--- src/rtl/shift_unit_seq.sv ---
// Iterative shifter/rotator: one single-bit step per clock under a start/busy/done handshake.
// Result and carry are registered on completion and held until the next one.
module shift_unit_seq #(
  parameter int WIDTH = 8,
  parameter int AMT_W = $clog2(WIDTH)
) (
  input  logic             clk,
  input  logic             rst_n,
  input  logic             start,
  input  logic [WIDTH-1:0] in,
  input  logic [2:0]       op,
  input  logic [AMT_W-1:0] amt,
  output logic             busy,
  output logic             done,
  output logic [WIDTH-1:0] out,
  output logic             carry
);

  localparam logic [0:0] IDLE  = 1'b0;
  localparam logic [0:0] SHIFT = 1'b1;

  logic [0:0]       state_q, state_d;
  logic [WIDTH-1:0] w_q, w_d;
  logic [AMT_W-1:0] cnt_q, cnt_d;
  logic [2:0]       op_q, op_d;
  logic             c_q, c_d;
  logic [WIDTH-1:0] out_q, out_d;
  logic             carry_q, carry_d;
  logic             done_q, done_d;
  logic [WIDTH:0]   step_res;

  // One step of the selected operation; returns {carry_out, new_word}.
  function automatic logic [WIDTH:0] step_once(input logic [WIDTH-1:0] w, input logic [2:0] o);
    logic [WIDTH:0] r;
    case (o)
      3'b000:         r = {w[WIDTH-1], w[WIDTH-2:0], w[WIDTH-1]};
      3'b100:         r = {w[0], w[0], w[WIDTH-1:1]};
      3'b010, 3'b011: r = {w[WIDTH-1], w[WIDTH-2:0], 1'b0};
      3'b110:         r = {w[0], w[WIDTH-1], w[WIDTH-1:1]};
      3'b111:         r = {w[0], 1'b0, w[WIDTH-1:1]};
      default:        r = {1'b0, w};
    endcase
    return r;
  endfunction

  assign step_res = step_once(w_q, op_q);

  always_comb begin
    state_d = state_q;
    w_d     = w_q;
    cnt_d   = cnt_q;
    op_d    = op_q;
    c_d     = c_q;
    out_d   = out_q;
    carry_d = carry_q;
    done_d  = 1'b0;
    case (state_q)
      IDLE: begin
        if (start) begin
          w_d     = in;
          op_d    = op;
          cnt_d   = amt;
          c_d     = 1'b0;
          state_d = SHIFT;
        end
      end
      default: begin
        if (cnt_q != '0) begin
          w_d   = step_res[WIDTH-1:0];
          c_d   = step_res[WIDTH];
          cnt_d = cnt_q - AMT_W'(1);
        end else begin
          out_d   = w_q;
          carry_d = c_q;
          done_d  = 1'b1;
          state_d = IDLE;
        end
      end
    endcase
  end

  always_ff @(posedge clk or negedge rst_n) begin
    if (!rst_n) begin
      state_q <= IDLE;
      w_q     <= '0;
      cnt_q   <= '0;
      op_q    <= '0;
      c_q     <= 1'b0;
      out_q   <= '0;
      carry_q <= 1'b0;
      done_q  <= 1'b0;
    end else begin
      state_q <= state_d;
      w_q     <= w_d;
      cnt_q   <= cnt_d;
      op_q    <= op_d;
      c_q     <= c_d;
      out_q   <= out_d;
      carry_q <= carry_d;
      done_q  <= done_d;
    end
  end

  assign busy  = (state_q == SHIFT);
  assign done  = done_q;
  assign out   = out_q;
  assign carry = carry_q;

endmodule

--- config.mk ---
export PLATFORM = sky130hd
export DESIGN_NAME = shift_unit_seq
export DESIGN_NICKNAME = d
export VERILOG_FILES = /design/src/rtl/shift_unit_seq.sv
export SDC_FILE = /design/constraint.sdc
export NUM_CORES = 1
export LEC_CHECK = 0
export ABC_AREA = 1
export CORE_ASPECT_RATIO = 1.4
export CORE_UTILIZATION = 45
export CTS_CLUSTER_SIZE = 10
export DETAILED_ROUTE_END_ITERATION = 12
export HOLD_SLACK_MARGIN = 0.05
export PLACE_DENSITY = 0.72
export SYNTH_ARGS = -nofsm -noshare
export SYNTH_HDL_FRONTEND = slang
export SYNTH_SLANG_ARGS = --single-unit
--- constraint.sdc ---
create_clock -name clk -period 2.5 [get_ports clk]
set_input_delay 0.5 -clock clk [delete_from_list [all_inputs] [get_ports clk]]
set_output_delay 0.5 -clock clk [all_outputs]
set_load 0.03 [all_outputs]
==> summary.txt <==
Status
  – Status: finished, final reports clean

Final layout
  – Layout cells sized above 1: 8.37%
  – Design area: 1690 sq um
  – Final Non-Filler Cells: 240
  – Area grow syn2layout: 24.2%
  – Layout net count: 224
  – Ant diodes: 0

Power
  – P_leak: 0.872 nW
  – Power Dens Cells: 1310 nW/um^2
  – Tot Pwr: 0.00222 W
  – Peak supply drop: 0.839 mV

Global route
  – Vias in the first global route: 1219
  – Pin count of the biggest net entering global routing: 27
  – GRT Util Overall: 20.6%
  – GRT overflow: 0
  – Initial antenna violation count: 0
  – First-pass GRT wire length: 5190 microns

Critical path
  – Reg2reg setup slack: 0.82 ns
  – CP Buf/Inv Count: 1
  – CP delay by family, top: buffers and inverters
  – Slowest Stage Delay on Critical Path: 0.74 ns
  – Setup crit end kind: primary output
  – Startpoint Class: flip-flop
  – Crit-path max FO: 10
  – Crit-path cells: clkdlybuf4s50_1
  – Data arrival, critical path: 1.55 ns
  – Crit path required time: 2.00 ns
  – CP max stage cell: clkdlybuf4s50_1
  – Crit Path Category: flip-flop to primary output

Route
  – DR DRC count: 0
  – Vias: 1198
  – DR iter-0 viols: 38
  – Drt wl/cell: 11.6 microns
  – WL final: 2790 microns
  – Routed vias/inst: 4.99
  – DR pass1 iterations: 4
  – DRT antenna net count: 0

Floorplan
  – Die area: 3240 sq um
  – Floorplan row count: 23
  – Core box area: 2880 sq um
  – Starting Density: 47.2%
  – Die Height: 67.0 microns
  – I/O pins: 28
  – Chip Width: 48.4 microns

Logic synthesis
  – Post-synth cell types: 21
  – Number of synthesized register bits: 26
  – Register area share after synthesis: 47.9%
  – Xor/xnor cell area share of the yosys netlist: 0.645%
  – Yosys warnings: 0
  – Mapped Area: 1360 sq um
  – Net Count, Synth: 196
  – Main combinational cell family by area after synthesis: simple AND/OR/NAND/NOR gates
  – Post-synthesis mux area share: 0.829%
  – Syn Inst Count: 177
  – Simple-gate share of the synthesized area: 34.4%
  – Adder-cell area share of the yosys netlist: 1.84%
  – Mean Syn Cell Area: 7.67 sq um
  – Compound-Gate Fraction of Synth Area: 7.00%

Clock tree
  – Clk root buf: clkbuf_8
  – Resized cells post-CTS: 0
  – Clk slew on worst S/H paths: 0.09 ns
  – Post-CTS Hold Buffers: 0
  – CTS Sinks: 26
  – CTS max path bufs: 2
  – Depth of the CTS H-tree: 1
  – Setup Buffers After CTS: 0
  – CTS tree: built
  – Total CTS buffers: 3
  – Clk_lat worst skew: 0.27 ns

STA
  – Fin crit share: 82.1%
  – Clock skew: 0.00550 ns
  – Pins Over Slew Limit: 0
  – Min cycle time layout: 2.05 ns
  – Final Setup Violations: 0
  – Worst-Margin Slew: 0.517 ns
  – Fmax: 487 MHz
  – Worst setup margin: 0.447 ns
  – RSZ-0062 raised after global routing: no
  – Worst relative slew slack: 65.4%
  – Setup TNS: 0 ns
  – Fin. Hold Viols: 0

Place
  – Dpl cell area: 1650 sq um
  – Gpl congestion: 0.784
  – Dpl cells: 237
  – Pre-CTS setup slack: 0.757 ns
  – Port Buffer Count: 27
  – Final HPWL DP: 2060 microns

Job
  – Maxcap violations: 0

Min path
  – Hold WC Path Type: flip-flop to flip-flop
cells in the final DEF (no fill, tap or decap), drive strengths merged:
cell type      instances
nand2                 65
clkdlybuf4s50         27
dfrtp                 26
nor2                  26
nand3                 17
inv                   15
a21oi                  9
o21ai                  6
clkbuf                 3
o22ai                  2
ha                     2
buf                    2
o211ai                 1
xor2                   1
mux2                   1
cells in the mapped netlist:
library cell  number  share of area (%)
nor2_4             2                1.7
nor2_1            24                6.6
nand3_1           16                5.9
o211ai_1           1               0.55
buf_6              1               0.83
mux2_2             1               0.83
nand3_2            1               0.74
inv_1             13                3.6
o22ai_1            2               0.92
nand2_2            5                2.3
ha_1               2                1.8
inv_2              2               0.55
xor2_1             1               0.65
buf_2              2               0.74
dfrtp_1           26                 48
o21ai_0            5                1.8
nand2_4            1               0.83
a21oi_1            9                3.3
buf_4              3                1.7
nand2_1           59                 16
o21ai_1            1               0.37
path summary, 6_finish.rpt:
kind,from,endpoint,depth (start not counted)
setup / recovery,busy,busy,1
hold / removal,out[5],out[5],2
setup reg to reg,cnt_q[0],w_q[6],7
hold reg to reg,out[5],out[5],2
max in group asynchronous,rst_n,out[1],2
min in group asynchronous,rst_n,out[0],2
kinds of logic after synthesis:
logic type	Yosys count
flops	26
compound gates	18
buf+inv	21
xor+xnor	1
simple gates	108
fa+ha+maj	2
mux	1
sequential cells by signal (all words and copies together) (netlist names):
signal  flops
busy        1
c_q         1
carry       1
cnt_q       3
done        1
op_q        3
out         8
w_q         8
through the flow:
step / hold WS (ns) / utilization [%]
global route: 0.502 / 58.6
finish: 0.481 / 58.6
global placement: 0.461 / 57.2
CTS: 0.487 / 58.6
detailed placement: 0.464 / 57.2
floorplan: 0.204 / -
layout make-up:
class                   count  area [sq um]
fillers                   274          1190
flip-flops and latches     26           651
multi-input cells         130           607
repair buffers             29           285
inverters                  15          56.3
well taps                  37          46.3
clock buffers               3          41.3
metal layers:
metal / routed length, microns / GRT usage (%)
met1: 1200 / 24.4
met2: 1440 / 37.9
met3: 102 / 2.05
met4: 50 / 8.82
met5: 0 / 0
report_power, final:
| group | leakage, nW | internal, W | total [W] | switching, W |
|---|---|---|---|---|
| Sequential | 0.317 | 0.000620 | 0.000797 | 0.000178 |
| Combinational | 0.534 | 0.000461 | 0.00119 | 0.000727 |
| Clock | 0.0216 | 0.000108 | 0.000233 | 0.000125 |
Note: power is estimated with default switching activity, not from simulation.
